$ cat src/rtl/fetch_stage.sv
// fetch_stage: instruction-fetch stage sitting upstream of the hazard
// detection unit (HDU) and decode.
//
// It owns three things:
//   - the PC register,
//   - the instruction-memory request handshake,
//   - the IF/ID pipeline register.
//
// Ports:
//   clock, reset_n          rising-edge clock, async active-low reset
//   pc_wr_in, if_id_wr_in   HDU write enables (0 = stall)
//   branch_taken_in         one-cycle redirect pulse
//   branch_target_in        redirect address, used unmodified
//   imem_req_out            memory request (high whenever out of reset)
//   imem_addr_out           fetch address (the PC register)
//   imem_data_in            instruction word, valid with imem_ready_in
//   imem_ready_in           memory completes the request this cycle
//   if_id_instruction_out   IF/ID instruction
//   if_id_pc4_out           IF/ID PC+4
//   if_id_valid_out         IF/ID holds a real instruction (0 = bubble)
//   instruction2msb_out     upper 16 bits of the IF/ID instruction (for the HDU)
//   fetch_stall_out         fetch is not completing this cycle
module fetch_stage #(
  parameter int                    DATA_WIDTH = 32,
  parameter logic [DATA_WIDTH-1:0] RESET_PC   = 32'h0000_0000
) (
  input  logic                  clock,
  input  logic                  reset_n,
  input  logic                  pc_wr_in,
  input  logic                  if_id_wr_in,
  input  logic                  branch_taken_in,
  input  logic [DATA_WIDTH-1:0] branch_target_in,
  output logic                  imem_req_out,
  output logic [DATA_WIDTH-1:0] imem_addr_out,
  input  logic [DATA_WIDTH-1:0] imem_data_in,
  input  logic                  imem_ready_in,
  output logic [DATA_WIDTH-1:0] if_id_instruction_out,
  output logic [DATA_WIDTH-1:0] if_id_pc4_out,
  output logic                  if_id_valid_out,
  output logic [15:0]           instruction2msb_out,
  output logic                  fetch_stall_out
);

  localparam logic [DATA_WIDTH-1:0] PC_INC = DATA_WIDTH'(32'd4);
  localparam logic [DATA_WIDTH-1:0] ZERO_W = '0;

  typedef enum logic [1:0] {
    ST_FETCH  = 2'd0,
    ST_WAIT   = 2'd1,
    ST_SQUASH = 2'd2
  } state_t;

  state_t                state_r;
  state_t                state_nxt_s;
  logic [DATA_WIDTH-1:0] pc_r;
  logic [DATA_WIDTH-1:0] pc_nxt_s;
  logic [DATA_WIDTH-1:0] target_r;
  logic [DATA_WIDTH-1:0] target_nxt_s;
  logic [DATA_WIDTH-1:0] ifid_instr_r;
  logic [DATA_WIDTH-1:0] ifid_instr_nxt_s;
  logic [DATA_WIDTH-1:0] ifid_pc4_r;
  logic [DATA_WIDTH-1:0] ifid_pc4_nxt_s;
  logic                  ifid_valid_r;
  logic                  ifid_valid_nxt_s;
  logic                  stall_s;
  logic                  advance_s;
  logic                  bubble_s;
  logic [DATA_WIDTH-1:0] pc4_s;
  logic [DATA_WIDTH-1:0] squash_target_s;

  assign stall_s = !pc_wr_in || !if_id_wr_in;

  // PC+4 wraps modulo 2^DATA_WIDTH.
  assign pc4_s = pc_r + PC_INC;

  // In SQUASH, a branch arriving this cycle overrides the latched target.
  assign squash_target_s = branch_taken_in ? branch_target_in : target_r;

  // The request drops with reset_n itself, so an in-flight fetch is
  // abandoned immediately, without waiting for a clock edge.
  assign imem_req_out          = reset_n;
  assign imem_addr_out         = pc_r;
  assign fetch_stall_out       = (state_r != ST_FETCH) || !imem_ready_in;
  assign if_id_instruction_out = ifid_instr_r;
  assign if_id_pc4_out         = ifid_pc4_r;
  assign if_id_valid_out       = ifid_valid_r;
  assign instruction2msb_out   = ifid_instr_r[DATA_WIDTH-1 -: 16];

  // Next-state, PC, redirect latch and IF/ID update decisions.
  always_comb begin
    state_nxt_s  = state_r;
    pc_nxt_s     = pc_r;
    target_nxt_s = target_r;
    advance_s    = 1'b0;
    bubble_s     = 1'b0;
    case (state_r)
      ST_FETCH: begin
        if (imem_ready_in) begin
          if (branch_taken_in) begin
            // Flush takes priority over a stall.
            pc_nxt_s = branch_target_in;
            bubble_s = 1'b1;
          end else if (stall_s) begin
            // Data discarded; the same address is fetched again.
            bubble_s = 1'b0;
          end else begin
            pc_nxt_s  = pc4_s;
            advance_s = 1'b1;
          end
        end else begin
          if (branch_taken_in) begin
            // The address must stay put until the pending request
            // completes, so the redirect is parked in the latch.
            target_nxt_s = branch_target_in;
            state_nxt_s  = ST_SQUASH;
            bubble_s     = 1'b1;
          end else begin
            state_nxt_s = ST_WAIT;
            bubble_s    = !stall_s;
          end
        end
      end
      ST_WAIT: begin
        if (branch_taken_in) begin
          target_nxt_s = branch_target_in;
          state_nxt_s  = ST_SQUASH;
          bubble_s     = 1'b1;
        end else if (imem_ready_in) begin
          state_nxt_s = ST_FETCH;
          if (stall_s) begin
            bubble_s = 1'b0;
          end else begin
            pc_nxt_s  = pc4_s;
            advance_s = 1'b1;
          end
        end else begin
          bubble_s = !stall_s;
        end
      end
      ST_SQUASH: begin
        target_nxt_s = squash_target_s;
        bubble_s     = !stall_s;
        if (imem_ready_in) begin
          pc_nxt_s    = squash_target_s;
          state_nxt_s = ST_FETCH;
        end else begin
          pc_nxt_s = pc_r;
        end
      end
      default: begin
        state_nxt_s = ST_FETCH;
        pc_nxt_s    = RESET_PC;
        bubble_s    = 1'b1;
      end
    endcase

    if (advance_s) begin
      ifid_instr_nxt_s = imem_data_in;
      ifid_pc4_nxt_s   = pc4_s;
      ifid_valid_nxt_s = 1'b1;
    end else if (bubble_s) begin
      ifid_instr_nxt_s = ZERO_W;
      ifid_pc4_nxt_s   = ZERO_W;
      ifid_valid_nxt_s = 1'b0;
    end else begin
      ifid_instr_nxt_s = ifid_instr_r;
      ifid_pc4_nxt_s   = ifid_pc4_r;
      ifid_valid_nxt_s = ifid_valid_r;
    end
  end

  // State, PC, redirect latch and IF/ID register.
  always_ff @(posedge clock or negedge reset_n) begin
    if (!reset_n) begin
      state_r      <= ST_FETCH;
      pc_r         <= RESET_PC;
      target_r     <= ZERO_W;
      ifid_instr_r <= ZERO_W;
      ifid_pc4_r   <= ZERO_W;
      ifid_valid_r <= 1'b0;
    end else begin
      state_r      <= state_nxt_s;
      pc_r         <= pc_nxt_s;
      target_r     <= target_nxt_s;
      ifid_instr_r <= ifid_instr_nxt_s;
      ifid_pc4_r   <= ifid_pc4_nxt_s;
      ifid_valid_r <= ifid_valid_nxt_s;
    end
  end

endmodule

$ cat config.mk
export PLATFORM = sky130hd
export DESIGN_NAME = fetch_stage
export DESIGN_NICKNAME = d
export VERILOG_FILES = /design/src/rtl/fetch_stage.sv
export SDC_FILE = /design/constraint.sdc
export NUM_CORES = 1
export LEC_CHECK = 0
export ABC_AREA = 1
export ABC_CLOCK_PERIOD_IN_PS = 4350
export CAP_MARGIN = 40
export CORE_AREA = 2 2 188 190
export CTS_BUF_LIST = sky130_fd_sc_hd__clkbuf_8
export CTS_CLUSTER_SIZE = 40
export DETAILED_ROUTE_END_ITERATION = 8
export DIE_AREA = 0 0 190 192
export DONT_BUFFER_PORTS = 1
export GPL_TIMING_DRIVEN = 0
export SKIP_LAST_GASP = 1
export SYNTH_ARGS = -nofsm -noshare
export SYNTH_HDL_FRONTEND = slang
export SYNTH_SLANG_ARGS = --single-unit
export TNS_END_PERCENT = 1
$ cat constraint.sdc
create_clock -name clock -period 4.35 [get_ports clock]
set_input_delay 0 -clock clock [delete_from_list [all_inputs] [get_ports clock]]
set_output_delay 0 -clock clock [all_outputs]
set_load 0.01 [all_outputs]
---- Word-level counts from Yosys, hierarchy flattened ----
Cells that the tools add are included.
operators by class
  add/sub/neg operators ................... 1
  equality and inequality tests ........... 7
  multiplexer cells ....................... 32
  reductions and logical operators ........ 13
operators by type and width
  operator                                        number
  2-to-1 mux 32 bit                               11
  one-hot mux 32 bit (3 select lines)             1
  one-hot mux 32 bit (2 select lines)             1
  adder 32 x 3 -> 32 bit (second input constant)  1
  2-to-1 mux 1 bit                                12
  inequality test 2 bit (second input constant)   5
  2-to-1 mux 2 bit                                4
  one-hot mux 2 bit (3 select lines)              1
  nonzero test 2 bit                              3
  logical NOT 1 bit                               4
  AND reduction 4 bit                             1
  one-hot mux 1 bit (3 select lines)              1
  == test 2 x 1 -> 1 bit (second input constant)  1
  == test 2 bit (second input constant)           1
  logical NOT 2 bit                               1
  logical OR 1 bit                                2
  one-hot mux 1 bit (2 select lines)              1
  AND reduction 2 bit                             1
  OR reduction 2 bit                              1
word-level totals
  register bits ........................... 131
  input port bits ......................... 70
  output and inout port bits .............. 115
  logic and storage cells ................. 59

---- Depth between registers and ports, before layout ----
  word-level depth ........................ 8
  mapped depth ............................ 13

---- Least setup slack after synthesis ----
Ideal clock, no wire load.
  path type ............................... flip-flop to flip-flop
  start ................................... register pc_r[2] (netlist: imem_addr_out[2])
  end ..................................... register pc_r[10] (netlist: imem_addr_out[10])
  library setup time ...................... 117 ps
  arrival ................................. 1579 ps
  slack ................................... 2654 ps
  stages on the path, launching flop included .. 13
  path through ............................ dfrtp_1 ha_1 nand2_1 nor2_4 nand2_4 xor2_1 nand2_1 nand2_1 nand2_1 nand2_1 nand3_1 nand2_1 nand2_1
between the ends
  cells in the longest elaborated chain, start to end .. 5
RTL lines
  element                                  RTL line  source
  start: declaration                       55        logic [DATA_WIDTH-1:0] pc_r;
  start signal: assignment                 183       pc_r <= pc_nxt_s;
  adder 32 x 3 -> 32 bit (*)               74        assign pc4_s = pc_r + PC_INC;
  2-to-1 mux 32 bit (*)                    103, 130
  2-to-1 mux 32 bit (on tied branches)     128, 99
  2-to-1 mux 32 bit (on tied branches)     124, 98
  one-hot mux 32 bit (3 select lines) (*)  96        case (state_r)
Every way passes the cells marked *; elsewhere a longest branch is shown, timed or not. The select of a mux whose other input is x is not followed.
A chain may end at the register's enable or synchronous reset.

---- Final worst setup path ----
  start ................................... register pc_r[2] (netlist: imem_addr_out[2])
  end ..................................... register pc_r[26] (netlist: imem_addr_out[26])
The elaborated chain is that of the path after synthesis.

==> reports/results.md <==
• completed — run status
• 460 ps — clock network latency to the later pin of the worst-skew pair
• 13420 um — DR WL met2
• 192 um — height of the die
• 4 — number of levels the H-tree was split into
• 0 — remaining design rule violation count
• 2 — maximum buffer depth of the clock tree
• 17 — total clock buffers created by CTS
• 0 — Critical path buffers and inverters
• 68 — number of standard-cell rows in the floorplan
• 3379 um2 — multi-input gate area in the final layout
• 131 — TritonCTS sink count
• 0.003695 W — Power Total
• 34290 um2 — core region area
• 763.3 ps — transition time of the tightest slew-check pin
• 389.2 nW/um2 — total power density per cell area
• imem_addr_out[2]$_DFFE_PN0P_ — start of the worst register-to-register path
• 12380 um — wl on met1
• dfrtp_1 (42%), nand2_1 (17%), inv_1 (9.0%) — cell types occupying the most area after synthesis
• 0.8865 — final estimated routing congestion in global placement
• 52.47% — post-route clock period utilization
• 21140 um — placed wire-length estimate
• 0 — Pins Over Slew Limit
• 0 — warning count from the yosys run
• nand2_1 — Top cell by count, worst path
• branch_target_in[31] — worst hold path startpoint
• clkbuf_8 — Clock Root Buffer
• ha_1 -> nand2_1 -> nor2_4 -> nand2_4 -> nor2_1 -> nand2_1 -> nand2_1 -> nand3_1 -> nand2_1 -> nand3_1 -> nand2_1 -> nand2_1 — cells traversed along the worst timing path
• 2640 ps — data arrival time of the critical path
• 90 ps — clock transition at the register clock pins on the worst setup and hold paths after CTS
• 43440 um — global-route wire length before repair
• 27.69% — final core area utilization
• 0 — Final setup violation count
• 0 ps — Setup TNS
• 620 ps — crit-path max cell delay
• 7 — worst-path maximum fanout
• 21.88% — area added between synthesis and finish
• 2282 ps — post-layout min period
• 3706 — fill count
• 42.09% — sequential cell area fraction in the yosys report
• 31.2% — portion of total power attributed to the clock network
• 36480 um2 — total die area
• 438.1 MHz — maximum achievable frequency
• 25.0% — fraction of power consumed by combinational cells
• 7342 — Vias
• 15.85% — global routing usage summed across all routing layers
• 0 — Port Buffers
• nand2_1 — most common library cell in the layout ignoring fill and taps
• false — RSZ-0062 raised after global routing
• dfrtp_1 — highest-delay cell along the critical path
• 4.574 nW — Pleak
• 0.001425 W — Switching Power
• nand2_1 (346), inv_1 (187), dfrtp_1 (131) — top library cells by usage in the layout, fill and taps aside
• 0 — number of routed nets with antenna violations
• 0.002270 W — cell internal power dissipation
• 0 — endpoints failing hold
• 0 — gr ovfl total
• 2108 ps — post-place setup slack
• 15.65 ps — worst setup skew after layout
• dfrtp_1 — library cell with the largest summed area after synthesis
• reg -> reg — path type of the worst setup path
• 0 — post-CTS resize count
• 1179 — net count after synthesis
• 17.07 um — drt wl/cell
• 0 — MaxCap Viol Count
• 190 um — DIE WIDTH
• 1266 — total number of nets in the final design
• 42.09% — post-synth top area share
• 43.9% — share of total power in sequential cells
• 3278 um2 — combined flip-flop and latch cell area
• 49.12% — tightest slew margin relative to the limit
• 40 — Yosys cell types
• built — TritonCTS clock tree
• 28440 um — Routed Wire Length
• 38.57% — net switching share of the total power
• 0.0001684 V — largest voltage drop on the vdd net
• 4.407 — via/cell ratio
• 501 — number of DRC violations after detailed-routing iteration 0
• simple AND/OR/NAND/NOR gates — Top delay family on crit path
• imem_addr_out[2]$_DFFE_PN0P_ — launch point of the worst path
• 7789 um2 — Post-Synthesis Cell Area
• 4 — number of antenna violations at the first check in global routing
• 1837 um — routed length on met3
• 2068 ps — min setup slack post-route
• 4710 ps — required time of the worst setup path
• 131 — number of synthesized register bits
• in -> reg — HP Class
• 11.09% — share of post-route cells with drive strength above 1
• 132 — largest net degree at the start of global routing
• 2070 ps — setup slack on the worst flop-to-flop path
• 1108 — Post-Synthesis Cells
• met5 — Top Layer Used
• 5 — number of optimization iterations in the first detailed-route pass
• 185 — number of top-level pins
• 9493 um2 — final cell area excluding filler cells
• 7131 — number of global-route vias before repair
• flop — Critical Path End Type
• 7.030 um2 — Avg Inst Size Synth
• flop — critical path launch point type
• 22.72% — initial standard-cell utilization of the core
• 8358 um2 — placed cell areas
==> flip-flops by register name, indices dropped and copies added (netlist names) <==
name / cells
if_id_instruction_out: 32
if_id_pc4_out: 32
if_id_valid_out: 1
imem_addr_out: 32
state_r: 2
target_r: 32
==> tightest hold or removal path: cells and delay by family <==
kind,cells,cell delay [ps]
compound gates,2,290
simple gates,4,200
==> logic make-up (layout without fill, tap and decap cells) <==
family / count (synthesis) / after routing / share of synthesized area, %
AND/OR/NAND/NOR: 523 / 523 / 28.71
buffers and inverters: 263 / 363 / 14.52
AO/OA/AOI/OAI: 181 / 181 / 13.48
flip-flops: 131 / 131 / 42.09
XOR/XNOR: 8 / 8 / 0.8996
adder cells (fa/ha/maj): 1 / 1 / 0.1606
multiplexers: 1 / 1 / 0.1446
other: 0 / 3 / 0
==> Yosys cell counts <==
master      n
a211oi_1    1
a21oi_1    23
a21oi_4     2
a22oi_1     1
and2_1      8
buf_1       1
buf_2      32
buf_4      23
buf_6       2
clkbuf_1    9
clkinv_1    1
dfrtp_1   131
ha_1        1
inv_1     187
inv_2       7
inv_4       1
mux2_2      1
nand2_1   346
nand2_2     4
nand2_4     2
nand3_1    62
nand3_2     3
nand3b_1    5
nand4_1     5
nor2_1     67
nor2_2      7
nor2_4      9
nor3_1      1
nor3_2      1
o211ai_1    1
o21a_1      1
o21ai_0    64
o21ai_1    10
o21ai_2     4
o21bai_1    1
o22ai_1    72
o311ai_0    1
or2_2       3
xnor2_1     1
xor2_1      7
==> path summary, 6_finish.rpt <==
| kind | endpoint | depth (start not counted) |
|---|---|---|
| setup / recovery | imem_addr_out[26]$_DFFE_PN0P_ | 12 |
| hold / removal | imem_addr_out[31]$_DFFE_PN0P_ | 6 |
| setup reg to reg | imem_addr_out[26]$_DFFE_PN0P_ | 12 |
| hold reg to reg | target_r[19]$_DFFE_PN0P_ | 1 |
| max in group asynchronous | if_id_instruction_out[20]$_DFFE_PN0P_ | 2 |
| min in group asynchronous | imem_addr_out[17]$_DFFE_PN0P_ | 2 |
==> cell type report <==
class	count	area share, %
Tap cell	455	5.997
Antenna cell	3	0.07908
Sequential cell	131	34.53
Clock inverter	15	2.056
Inverter	196	7.776
Buffer	67	4.139
Clock buffer	17	2.465
Multi-Input combinational cell	714	35.60
Timing Repair Buffer	68	7.355
==> layer usage <==
layer | up-vias | global-route usage [%]
li1 | 3621 | -
met1 | 3478 | 19.97
met2 | 205 | 25.91
met3 | 36 | 4.129
met4 | 2 | 6.202
met5 | - | 0
==> timing repair <==
item | in CTS | in global routing
buffers inserted | 0 | 0
hold buffers | 68 | 0
endpoints found under the hold margin | 228 | 0
==> power groups by stage <==
stage	clock network, W	registers (W)	logic [W]
floorplan	0	0.00155	0.000626
global placement	0	0.00164	0.000818
detailed placement	0	0.00165	0.000829
CTS	0.00119	0.00162	0.000917
global route	0.00125	0.00164	0.00105
finish	0.00115	0.00162	0.000922
==> through the flow <==
stage                     hold WS (ps)  cells
after floorplan                 -295.6   1108
after global placement          -288.4   1563
after detailed placement        -289.2   1563
after CTS                        2.355   1663
after global routing             69.47   1664
final                            52.99   1666
Note: power is estimated with default switching activity, not from simulation.
